===== config.mk =====
export PLATFORM = sky130hd
export DESIGN_NAME = block_check_sched_flat
export DESIGN_NICKNAME = d
export VERILOG_FILES = /design/src/rtl/block_check_sched_pkg.sv /design/src/rtl/block_check_sched_if.sv /design/src/rtl/block_check_sched_rr_arbiter.sv /design/src/rtl/block_check_sched.sv /design/src/flat_wrapper.sv
export SDC_FILE = /design/constraint.sdc
export NUM_CORES = 1
export LEC_CHECK = 0
export CORE_ASPECT_RATIO = 1.75
export CORE_MARGIN = 4
export CORE_UTILIZATION = 45
export CTS_CLUSTER_DIAMETER = 30
export DETAILED_ROUTE_END_ITERATION = 10
export DONT_BUFFER_PORTS = 1
export GPL_TIMING_DRIVEN = 0
export MAX_ROUTING_LAYER = met4
export PLACE_DENSITY = 0.56
export SKIP_CTS_REPAIR_TIMING = 1
export SLEW_MARGIN = 10
export SYNTH_ARGS = -nofsm -noshare
export SYNTH_HDL_FRONTEND = slang
export SYNTH_HIERARCHICAL = 1
export SYNTH_SLANG_ARGS = --single-unit
export TNS_END_PERCENT = 30

===== constraint.sdc =====
create_clock -name clk -period 6.2 [get_ports clk]
set_input_delay 0.62 -clock clk [delete_from_list [all_inputs] [get_ports clk]]
set_output_delay 0.62 -clock clk [all_outputs]
set_load 0.02 [all_outputs]

===== src/rtl/block_check_sched_pkg.sv =====
// Shared definitions for the block-checker scheduler: FSM encoding, the ASCII
// space constant used by the checker, and the round-robin pointer step.
package block_check_sched_pkg;

    typedef enum logic [2:0] {
        ST_IDLE   = 3'd0,
        ST_CLEAR  = 3'd1,
        ST_STREAM = 3'd2,
        ST_SETTLE = 3'd3,
        ST_REPORT = 3'd4
    } state_t;

    localparam logic [7:0] SPACE = 8'd32;

    // Index following cur in a ring of n requesters.
    function automatic int rr_next(input int cur, input int n);
        if (cur >= n - 32'sd1) begin
            return 32'sd0;
        end else begin
            return cur + 32'sd1;
        end
    endfunction

endpackage


===== src/rtl/block_check_sched_if.sv =====
// Bundle of requester, checker and verdict signals around the scheduler.
interface block_check_sched_if #(
    parameter int N_REQ = 4,
    parameter int ID_W  = 2,
    parameter int LEN_W = 16
);
    import block_check_sched_pkg::*;

    logic [N_REQ-1:0]   req_valid;
    logic [8*N_REQ-1:0] req_char;
    logic [N_REQ-1:0]   req_last;
    logic [N_REQ-1:0]   req_ready;
    logic               chk_clear;
    logic               chk_valid;
    logic [7:0]         chk_char;
    logic               chk_result;
    logic               resp_valid;
    logic [ID_W-1:0]    resp_id;
    logic               resp_ok;
    logic [LEN_W-1:0]   resp_len;
    logic               busy;

    modport slave (
        input  req_valid, req_char, req_last, chk_result,
        output req_ready, chk_clear, chk_valid, chk_char,
               resp_valid, resp_id, resp_ok, resp_len, busy
    );

    modport master (
        output req_valid, req_char, req_last, chk_result,
        input  req_ready, chk_clear, chk_valid, chk_char,
               resp_valid, resp_id, resp_ok, resp_len, busy
    );

endinterface


===== src/rtl/block_check_sched_rr_arbiter.sv =====
// Combinational round-robin pick: first requester at or after i_ptr, wrapping.
module block_check_sched_rr_arbiter
    import block_check_sched_pkg::*;
#(
    parameter int N_REQ = 4,
    parameter int ID_W  = 2
) (
    input  logic [N_REQ-1:0] i_req,
    input  logic [ID_W-1:0]  i_ptr,
    output logic [N_REQ-1:0] o_grant,
    output logic [ID_W-1:0]  o_id,
    output logic             o_any
);

    // Cyclic search starting at the pointer; the first hit wins.
    always_comb begin
        o_grant = {N_REQ{1'b0}};
        o_id    = {ID_W{1'b0}};
        o_any   = 1'b0;
        for (int k = 0; k < N_REQ; k++) begin
            int              w_slot;
            logic [ID_W-1:0] w_idx;
            w_slot = int'(i_ptr) + k;
            if (w_slot >= N_REQ) begin
                w_slot = w_slot - N_REQ;
            end else begin
                w_slot = w_slot;
            end
            w_idx = ID_W'(w_slot);
            if (!o_any && i_req[w_idx]) begin
                o_any          = 1'b1;
                o_grant[w_idx] = 1'b1;
                o_id           = w_idx;
            end else begin
                o_any = o_any;
            end
        end
    end

endmodule


===== src/rtl/block_check_sched.sv =====
// Time-shares one begin/end checker among N_REQ char-stream requesters, one
// whole message at a time, and reports a tagged per-message verdict.
module block_check_sched
    import block_check_sched_pkg::*;
#(
    parameter int N_REQ = 4,
    parameter int ID_W  = 2,
    parameter int LEN_W = 16
) (
    input  logic               clk,
    input  logic               reset,
    block_check_sched_if.slave bus
);

    logic [N_REQ-1:0] w_arb_grant;
    logic [ID_W-1:0]  w_arb_id;
    logic             w_arb_any;

    state_t           r_state;
    logic [ID_W-1:0]  r_grant;
    logic [N_REQ-1:0] r_grant_oh;
    logic [ID_W-1:0]  r_rr_ptr;
    logic [LEN_W-1:0] r_len;
    logic             r_ovf;
    logic             r_chk_clear;
    logic             r_resp_valid;
    logic [ID_W-1:0]  r_resp_id;
    logic             r_resp_ok;
    logic [LEN_W-1:0] r_resp_len;

    logic             w_streaming;
    logic             w_accept;
    logic             w_last;
    logic [N_REQ-1:0] w_ready;
    logic [7:0]       w_char;

    block_check_sched_rr_arbiter #(
        .N_REQ (N_REQ),
        .ID_W  (ID_W)
    ) u_arb (
        .i_req   (bus.req_valid),
        .i_ptr   (r_rr_ptr),
        .o_grant (w_arb_grant),
        .o_id    (w_arb_id),
        .o_any   (w_arb_any)
    );

    // Only the granted requester can be accepted, and only while streaming.
    always_comb begin
        w_streaming = (r_state == ST_STREAM);
        w_accept    = w_streaming & (|(bus.req_valid & r_grant_oh));
        w_last      = |(bus.req_last & r_grant_oh);
        if (w_streaming) begin
            w_char = bus.req_char[{r_grant, 3'b000} +: 8];
        end else begin
            w_char = 8'd0;
        end
        if (w_accept) begin
            w_ready = r_grant_oh;
        end else begin
            w_ready = {N_REQ{1'b0}};
        end
    end

    // Message scheduler; SETTLE exists so chk_result reflects the last char.
    always_ff @(posedge clk or posedge reset) begin
        if (reset) begin
            r_state      <= ST_IDLE;
            r_grant      <= {ID_W{1'b0}};
            r_grant_oh   <= {N_REQ{1'b0}};
            r_rr_ptr     <= {ID_W{1'b0}};
            r_len        <= {LEN_W{1'b0}};
            r_ovf        <= 1'b0;
            r_chk_clear  <= 1'b0;
            r_resp_valid <= 1'b0;
            r_resp_id    <= {ID_W{1'b0}};
            r_resp_ok    <= 1'b0;
            r_resp_len   <= {LEN_W{1'b0}};
        end else begin
            case (r_state)
                ST_IDLE: begin
                    r_resp_valid <= 1'b0;
                    if (w_arb_any) begin
                        r_grant     <= w_arb_id;
                        r_grant_oh  <= w_arb_grant;
                        r_chk_clear <= 1'b1;
                        r_state     <= ST_CLEAR;
                    end else begin
                        r_state <= ST_IDLE;
                    end
                end
                ST_CLEAR: begin
                    r_chk_clear <= 1'b0;
                    r_len       <= {LEN_W{1'b0}};
                    r_ovf       <= 1'b0;
                    r_state     <= ST_STREAM;
                end
                ST_STREAM: begin
                    if (w_accept) begin
                        if (r_len == {LEN_W{1'b1}}) begin
                            r_ovf <= 1'b1;
                        end else begin
                            r_len <= r_len + {{(LEN_W-1){1'b0}}, 1'b1};
                        end
                        if (w_last) begin
                            r_state <= ST_SETTLE;
                        end else begin
                            r_state <= ST_STREAM;
                        end
                    end else begin
                        r_state <= ST_STREAM;
                    end
                end
                ST_SETTLE: begin
                    r_resp_valid <= 1'b1;
                    r_resp_id    <= r_grant;
                    r_resp_ok    <= bus.chk_result & ~r_ovf;
                    r_resp_len   <= r_len;
                    r_state      <= ST_REPORT;
                end
                ST_REPORT: begin
                    r_resp_valid <= 1'b0;
                    r_rr_ptr     <= ID_W'(rr_next(int'(r_grant), N_REQ));
                    r_state      <= ST_IDLE;
                end
                default: begin
                    r_chk_clear  <= 1'b0;
                    r_resp_valid <= 1'b0;
                    r_state      <= ST_IDLE;
                end
            endcase
        end
    end

    assign bus.req_ready  = w_ready;
    assign bus.chk_clear  = r_chk_clear;
    assign bus.chk_valid  = w_accept;
    assign bus.chk_char   = w_char;
    assign bus.resp_valid = r_resp_valid;
    assign bus.resp_id    = r_resp_id;
    assign bus.resp_ok    = r_resp_ok;
    assign bus.resp_len   = r_resp_len;
    assign bus.busy       = (r_state != ST_IDLE);

endmodule


===== src/flat_wrapper.sv =====
// flat-port wrapper written by rule: the top's interface ports become plain ports
module block_check_sched_flat import block_check_sched_pkg::*;
#(
    parameter int N_REQ = 4,
    parameter int ID_W  = 2,
    parameter int LEN_W = 16
)
  (clk, reset, bus_req_valid, bus_req_char, bus_req_last, bus_chk_result, bus_req_ready, bus_chk_clear, bus_chk_valid, bus_chk_char, bus_resp_valid, bus_resp_id, bus_resp_ok, bus_resp_len, bus_busy);
  block_check_sched_if #(.N_REQ(N_REQ), .ID_W(ID_W), .LEN_W(LEN_W)) bus_i ();
  input  logic clk;
  input  logic reset;
  input wire logic [$bits(bus_i.req_valid)-1:0] bus_req_valid;
  input wire logic [$bits(bus_i.req_char)-1:0] bus_req_char;
  input wire logic [$bits(bus_i.req_last)-1:0] bus_req_last;
  input wire logic [$bits(bus_i.chk_result)-1:0] bus_chk_result;
  output wire logic [$bits(bus_i.req_ready)-1:0] bus_req_ready;
  output wire logic [$bits(bus_i.chk_clear)-1:0] bus_chk_clear;
  output wire logic [$bits(bus_i.chk_valid)-1:0] bus_chk_valid;
  output wire logic [$bits(bus_i.chk_char)-1:0] bus_chk_char;
  output wire logic [$bits(bus_i.resp_valid)-1:0] bus_resp_valid;
  output wire logic [$bits(bus_i.resp_id)-1:0] bus_resp_id;
  output wire logic [$bits(bus_i.resp_ok)-1:0] bus_resp_ok;
  output wire logic [$bits(bus_i.resp_len)-1:0] bus_resp_len;
  output wire logic [$bits(bus_i.busy)-1:0] bus_busy;
  assign bus_i.req_valid = bus_req_valid;
  assign bus_i.req_char = bus_req_char;
  assign bus_i.req_last = bus_req_last;
  assign bus_i.chk_result = bus_chk_result;
  assign bus_req_ready = bus_i.req_ready;
  assign bus_chk_clear = bus_i.chk_clear;
  assign bus_chk_valid = bus_i.chk_valid;
  assign bus_chk_char = bus_i.chk_char;
  assign bus_resp_valid = bus_i.resp_valid;
  assign bus_resp_id = bus_i.resp_id;
  assign bus_resp_ok = bus_i.resp_ok;
  assign bus_resp_len = bus_i.resp_len;
  assign bus_busy = bus_i.busy;
  block_check_sched #(.N_REQ(N_REQ), .ID_W(ID_W), .LEN_W(LEN_W)) u_core (.clk(clk), .reset(reset), .bus(bus_i));
endmodule

==> results by group, run 1 <==
Floorplan
  • Initial Utilization: 46.6%
  • I/O pins: 78
  • Core area: 6540 µm²
  • Die area: 8210 µm²
  • Die width: 70.2 µm
  • Row count: 39
  • DIE HEIGHT: 117 µm

Hold path
  • Hold crit path type: input port to asynchronous set/reset pin

Yosys
  • Sequential share of the synthesized area: 40.2%
  • Cell area after synthesis: 3050 µm²
  • Dominant cell by count in the synthesized netlist: dfrtp_1
  • Syn Area/Cell: 10.7 µm²
  • Yosys cell types: 50
  • Post-synth ARST share: 100%
  • Mapped Cells: 284
  • Yosys warns: 6
  • Flops & latches, synth: 49
  • Post-synth top area cell: dfrtp_1
  • Top_reg_cell synth: dfrtp_1
  • Synth top area share: 40.2%
  • EDFF count, synth: 0
  • Commonest cells in the netlist: dfrtp_1, mux2_2, nand2_1, and2_1, o21ai_0
  • Dominant cells by area after synthesis: dfrtp_1, mux2_2, mux4_2
  • Syn Nets: 334

Worst setup path
  • Buf/Inv on CP: 3
  • Cell family with most CP delay: multiplexers
  • Largest stage delay on the critical path: 540 ps
  • CP startpoint kind: register
  • CP Cell Sequence: inv_1 > ha_1 > mux4_2 > buf_6 > nor3_1 > nand2b_1 > and3_1 > clkbuf_1 > mux2_2
  • Crit path kind: register to register
  • Max FO, Critical Path: 10
  • Crit path required time: 6380 ps
  • Slowest CP cell: dfrtp_1
  • Crit end category: register
  • WP data arrival: 2960 ps

Global route
  • Antenna violations before repair: 0
  • First-pass GRT wire length: 11900 µm
  • Largest net degree at the start of global routing: 27
  • Vias in the first global route: 2401
  • Gr usage total: 19.1%
  • Total gr overflow: 0

Routing
  • 1st-iter DRT viols: 124
  • DR vias/cell: 6.18
  • Final ANT Viol Nets: 0
  • Routed len/inst: 20.3 µm
  • DRT Pass-1 Iters: 4
  • Total wire length: 7610 µm
  • DR vias: 2317
  • DRC viols: 0

STA
  • Setup tns final: 0 ps
  • Min Tclk post-route: 2790 ps
  • Relative slew slack: 53.0%
  • Hold Worst Slack: 277 ps
  • # setup viols final: 0
  • Max Fclk: 0.359 GHz
  • PnR worst setup slack: 3410 ps
  • Worst Max-Slew Pin Slew: 703 ps
  • Final-report hold violation count: 0
  • Fin crit share: 45.0%
  • RSZ-0062 raised after global routing: false
  • Count of pins over their slew limit: 0
  • Clk_skew: 6.27 ps

Clocking
  • Total clock buffers created by CTS: 5
  • Clock Sinks: 49
  • H-tree depth: 2
  • Worst-path clk slew: 60 ps
  • CTS tree: yes
  • Root Buffer: clkbuf_16
  • Clock latency on the worst-skew pair: 290 ps
  • Clock Path Buffers: 2

Finish
  • Fillers: 614
  • Number of diodes: 0
  • Proportion of layout cells with a drive suffix above 1: 18.4%
  • Nets: 342
  • Area grow syn2layout: 9.93%

Pwr
  • Part of the power in registers: 31.8%
  • Leak: 1.46 nW
  • Pwr Total: 0.00150 W
  • Clk pwr share: 21.0%
  • Sw Share: 40.9%
  • PD cells: 448 nW/µm²
  • VDD IR-drop max: 0.000240 V
  • Psw: 0.000614 W
  • Combinational Power Share: 47.2%
  • P_int: 0.000886 W

Placement
  • Port Buffers: 0
  • RD Place Congestion: 0.861
  • Place WS: 3380 ps
  • Detailed Place HPWL: 5960 µm

Run
  • Maxcap violations: 0

Outcome
  • Outcome: finished, final reports clean
-- worst register-to-register path: cells and delay by family (launching register included) --
kind                       cells  cell delay [ps]
adders and majority gates      1              390
DFF                            1              540
muxes                          2              660
buffers and inverters          3              550
and+or+nand+nor                3              550
-- area by class of cell --
type	instances	area [µm²]	share of cell area (%)
Multi-Input combinational cell	205	1660	49.6
Inverter	12	50.0	1.49
Timing Repair Buffer	1	27.5	0.821
Buffer	18	109	3.25
Sequential cell	49	1230	36.6
Clock buffer	7	143	4.26
Tap cell	82	103	3.06
Clock inverter	1	30.0	0.896
-- state kept, by name, summed over array words and instances, names as in the netlist --
name,count
u_core/r_len,16
u_core/r_rr_ptr,2
u_core/bus.resp_ok,1
u_core/bus.resp_valid,1
u_core/bus.chk_clear,1
u_core/bus.resp_id,2
u_core/r_state,3
u_core/r_ovf,1
u_core/r_grant,2
u_core/bus.resp_len,16
u_core/r_grant_oh,4
-- kinds of logic (layout without fill, tap and decap cells) --
kind of cell    count (synthesis)  after routing  synth area share [%]
fa+ha+maj                       7              7                  2.87
simple gates                  100            100                  19.3
buf+inv                        30             39                  5.21
mux                            38             38                  18.6
xor+xnor                        1              1                 0.287
flops                          49             49                  40.2
compound gates                 59             59                  13.5
-- layer usage --
metal | track usage (%) | part of all wire, % | vias up
met1 | 18.8 | 35 | 1138
met2 | 36.8 | 59 | 64
met3 | 3.08 | 4.0 | 14
met4 | 7.80 | 2.5 | 0
met5 | - | 0 | -
li1 | - | - | 1101
-- power by group through the flow --
stage / sequential, W / combinational, W / clock, W
finish: 0.000477 / 0.000708 / 0.000315
global route: 0.000490 / 0.000774 / 0.000335
CTS: 0.000481 / 0.000717 / 0.000322
detailed placement: 0.000486 / 0.000714 / 0
global placement: 0.000484 / 0.000703 / 0
floorplan: 0.000459 / 0.000573 / 0
-- layout by cell type (no fill, tap or decap), drive strengths merged, types with 4 or more instances in the layout --
cell type,instances
nand3,7
nand2b,4
nor3,7
nor2b,4
nor2,8
and4,6
inv,11
and2,16
ha,7
nand2,20
buf,9
nand4,8
o21ai,15
mux2,23
and3,7
a31oi,10
mux4,12
clkbuf,17
o31ai,4
a22oi,10
dfrtp,49
-- metrics by stage --
step | std cells | utilization [%] | instance area (µm²)
floorplan | 284 | - | 3050
global placement | 366 | 48.2 | 3150
detailed placement | 367 | 48.6 | 3180
CTS | 375 | 51.3 | 3350
global route | 375 | 51.3 | 3350
finish | 375 | 51.3 | 3350
-- path summary, 6_finish.rpt --
check                                   start                    to  slack, ps  cells past startpoint
min in group clk               bus_chk_result    u_core/bus.resp_ok        480                      2
min reg2reg                      u_core/r_ovf          u_core/r_ovf        490                      2
min                                     reset  u_core/r_grant_oh[3]        280                      1
max                        u_core/r_rr_ptr[1]  u_core/r_grant_oh[3]       3410                      9
max in group asynchronous               reset       u_core/r_len[6]       5400                      2
max reg2reg                u_core/r_rr_ptr[1]  u_core/r_grant_oh[3]       3410                      9
(Power assumes the default switching activity.)
==> inputs of run 2 (changes only) <==
--- a/config.mk
+++ b/config.mk
@@ -5,6 +5,7 @@
 export SDC_FILE = /design/constraint.sdc
 export NUM_CORES = 1
 export LEC_CHECK = 0
+export ABC_AREA = 1
 export CORE_ASPECT_RATIO = 1.75
 export CORE_MARGIN = 4
 export CORE_UTILIZATION = 45
==> constraint.sdc (replaced) <==
create_clock -name clk -period 2.8 [get_ports clk]
set_input_delay 0.28 -clock clk [delete_from_list [all_inputs] [get_ports clk]]
set_output_delay 0.28 -clock clk [all_outputs]
set_load 0.02 [all_outputs]
==> run 2 against run 1 <==
Effect of this change:
- final cell count increased by 43%
- sequential power increased by 120%
- clock-buffer cell count decreased by 2
- global-route usage increased by 2.3 points
- design area increased by 2.2%
- synthesized cell count increased by 57%
- non-clock buffer count decreased by 4
- combinational power increased to 2.8 times the previous value
- area after synthesis increased by 3.2%
- sequential share of layout area decreased by 0.78 points
- wire length increased by 13%
- hold slack got worse by 140 ps
- highest routed layer unchanged
==> results by group, run 2 <==
Hold path
  • Hold_sp: bus_chk_result
  • Hold EP: u_core/bus.resp_ok
  • Hold crit path type: input port to register
  • Worst Hold Depth: 2

Clocking
  • Clock latency on the worst-skew pair: 290 ps (about the same)
  • Clock Path Buffers: 2 (unchanged)
  • Root Buffer: clkbuf_16
  • H-tree depth: 2 (unchanged)
  • Clock Sinks: 49 (unchanged)
  • Total clock buffers created by CTS: 5 (unchanged)
  • CTS tree: yes
  • Worst-path clk slew: 70 ps (about the same)

Global route
  • Total gr overflow: 0 (unchanged)
  • Antenna violations before repair: 0 (unchanged)
  • Vias in the first global route: 2868 (+19%)
  • Largest net degree at the start of global routing: 27 (unchanged)
  • First-pass GRT wire length: 14000 µm (+18%)
  • Gr usage total: 21.4% (+2.3 points)

Yosys
  • Syn Nets: 495 (+48%)
  • Syn Area/Cell: 7.07 µm² (-34%)
  • EDFF count, synth: 0 (unchanged)
  • Yosys cell types: 33 (-34%)
  • Synth top area share: 39.0% (-1.2 points)
  • Post-synth ARST share: 100% (unchanged)
  • Post-synth top area cell: dfrtp_1
  • Cell area after synthesis: 3150 µm² (+3.2%)
  • Yosys warns: 6 (unchanged)
  • Flops & latches, synth: 49 (unchanged)
  • Commonest cells in the netlist: nand2_1, nor2_1, dfrtp_1, o21ai_0, inv_1
  • Top_reg_cell synth: dfrtp_1
  • Dominant cells by area after synthesis: dfrtp_1, nand2_1, nor2_1
  • Dominant cell by count in the synthesized netlist: nand2_1
  • Mapped Cells: 445 (+57%)
  • Sequential share of the synthesized area: 39.0% (-1.2 points)

Pwr
  • PD cells: 1050 nW/µm² (+140%)
  • VDD IR-drop max: 0.000616 V (+160%)
  • Leak: 1.65 nW (+13%)

Placement
  • Placed Cells incl. Taps: 530 (+44%)
  • RD Place Congestion: 0.870 (+1.2%)
  • Detailed Place HPWL: 6790 µm (+14%)
  • Place WS: 129 ps (-3250 ps)
  • Port Buffers: 0 (unchanged)
  • Placed cell area: 3270 µm² (+2.9%)

STA
  • Worst Max-Slew Pin Slew: 596 ps (-107 ps)
  • Setup tns final: 0 ps (unchanged)
  • # setup viols final: 0 (unchanged)
  • Max Fclk: 0.386 GHz
  • PnR worst setup slack: 207 ps (-3210 ps)
  • Min Tclk post-route: 2590 ps
  • Count of pins over their slew limit: 0 (unchanged)
  • Final-report hold violation count: 0 (unchanged)
  • Relative slew slack: 60.2% (+7.1 points)
  • Fin crit share: 92.6%
  • RSZ-0062 raised after global routing: false
  • Clk_skew: 5.30 ps (-0.976 ps)

Finish
  • Number of diodes: 0 (unchanged)
  • Nets: 504 (+47%)
  • Fillers: 715 (+16%)
  • Design area: 3420 µm² (+2.2%)
  • Area grow syn2layout: 8.83%
  • Commonest non-fill, non-tap cell in the layout: nand2_1
  • Finished Layout Cells: 538 (+43%)
  • Commonest cells after routing, fill and taps aside: nand2_1, nor2_1, dfrtp_1, o21ai_0, inv_1
  • Proportion of layout cells with a drive suffix above 1: 10.4% (-8.1 points)

Worst setup path
  • Crit path kind: register to primary output
  • Worst R2R Start: u_core/r_rr_ptr[0]
  • Crit path required time: 2520 ps (-3860 ps)
  • CP Cell Sequence: inv_2 > nand2_1 > nor2_4 > inv_1 > nor2_1 > inv_1 > nor2_1
  • Largest stage delay on the critical path: 500 ps (-40 ps)
  • Reg2Reg Setup Slack: 290 ps (-3120 ps)
  • Slowest CP cell: nor2_1
  • Reg-to-Reg End: u_core/r_grant_oh[3]
  • Max FO, Critical Path: 7 (-3)
  • WP data arrival: 2310 ps (-650 ps)
  • CP startpoint kind: register
  • Crit end category: primary output
  • R2R cell count: 12 (+3)

Outcome
  • Outcome: finished, final reports clean

Floorplan
  • Die width: 71.2 µm (+1.4%)
  • Initial Utilization: 45.9% (-0.74 points)
  • Row count: 40 (+2.6%)
  • DIE HEIGHT: 119 µm (+1.5%)
  • Core area: 6860 µm² (+4.9%)
  • I/O pins: 78 (unchanged)
  • Die area: 8450 µm² (+2.9%)

Routing
  • Total wire length: 8620 µm (+13%)
  • DR vias: 2881 (+24%)
  • Routed len/inst: 16.0 µm (-21%)
  • DRT Pass-1 Iters: 4 (unchanged)
  • Final ANT Viol Nets: 0 (unchanged)
  • 1st-iter DRT viols: 173 (+40%)
  • DR vias/cell: 5.36 (-13%)
  • DRC viols: 0 (unchanged)

Run
  • Maxcap violations: 0 (unchanged)
-- run 2: worst max path at each step --
stage,startpoint,to,slack [ps]
4_1_cts,u_core/r_rr_ptr[0],u_core/r_grant[1],100
2_1_floorplan,u_core/r_rr_ptr[0],u_core/r_grant[1],670
3_5_place_dp,u_core/r_rr_ptr[0],u_core/r_grant[1],130
3_3_place_gp,u_core/r_rr_ptr[0],u_core/r_grant[1],120
5_1_grt,u_core/r_state[2],bus_req_ready[1],10
6_report,u_core/r_state[2],bus_req_ready[0],210
-- run 2: area by class of cell --
type / count / area [µm²] / share of cell area (%)
Buffer: 13 / 78.8 / 2.30
Clock buffer: 5 / 125 / 3.65
Inverter: 37 / 139 / 4.06
Clock inverter: 2 / 16.3 / 0.475
Sequential cell: 49 / 1230 / 35.8
Multi-Input combinational cell: 346 / 1700 / 49.8
Timing Repair Buffer: 2 / 30.0 / 0.877
Tap cell: 84 / 105 / 3.07
-- run 2: cells by family (layout without fill, tap and decap cells) --
group | Yosys count | count (layout) | synth area share (%)
buf+inv | 50 | 59 | 6.88
simple gates | 261 | 261 | 37.4
flops | 49 | 49 | 39.0
mux | 1 | 1 | 0.358
fa+ha+maj | 7 | 7 | 2.78
xor+xnor | 1 | 1 | 0.278
compound gates | 76 | 76 | 13.3
-- run 2: power by group --
group	internal, W	switching [W]
logic	0.000594	0.00140
registers	0.000850	0.000179
clock network	0.000327	0.000259
total	0.00177	0.00184
-- run 2: stage by stage --
stage / hold slack [ps] / power, W / utilization [%]
CTS: -61.5 / 0.00363 / 49.8
detailed placement: 249 / 0.00304 / 47.7
floorplan: 423 / 0.00255 / -
global placement: 431 / 0.00301 / 47.4
global route: 148 / 0.00392 / 49.9
finish: 135 / 0.00361 / 49.9
-- run 2: critical path: cells and delay by family (launching register included) --
kind / cells / cell delay, ps
buffers and inverters: 3 / 410
DFF: 1 / 380
and+or+nand+nor: 4 / 1230
-- run 2: metal layers --
metal / GRT usage [%] / part of all wire, % / vias up
li1: - / - / 1447
met1: 19.8 / 35 / 1346
met2: 41.1 / 59 / 73
met3: 3.32 / 3.3 / 15
met4: 9.53 / 3.3 / 0
met5: - / 0 / -
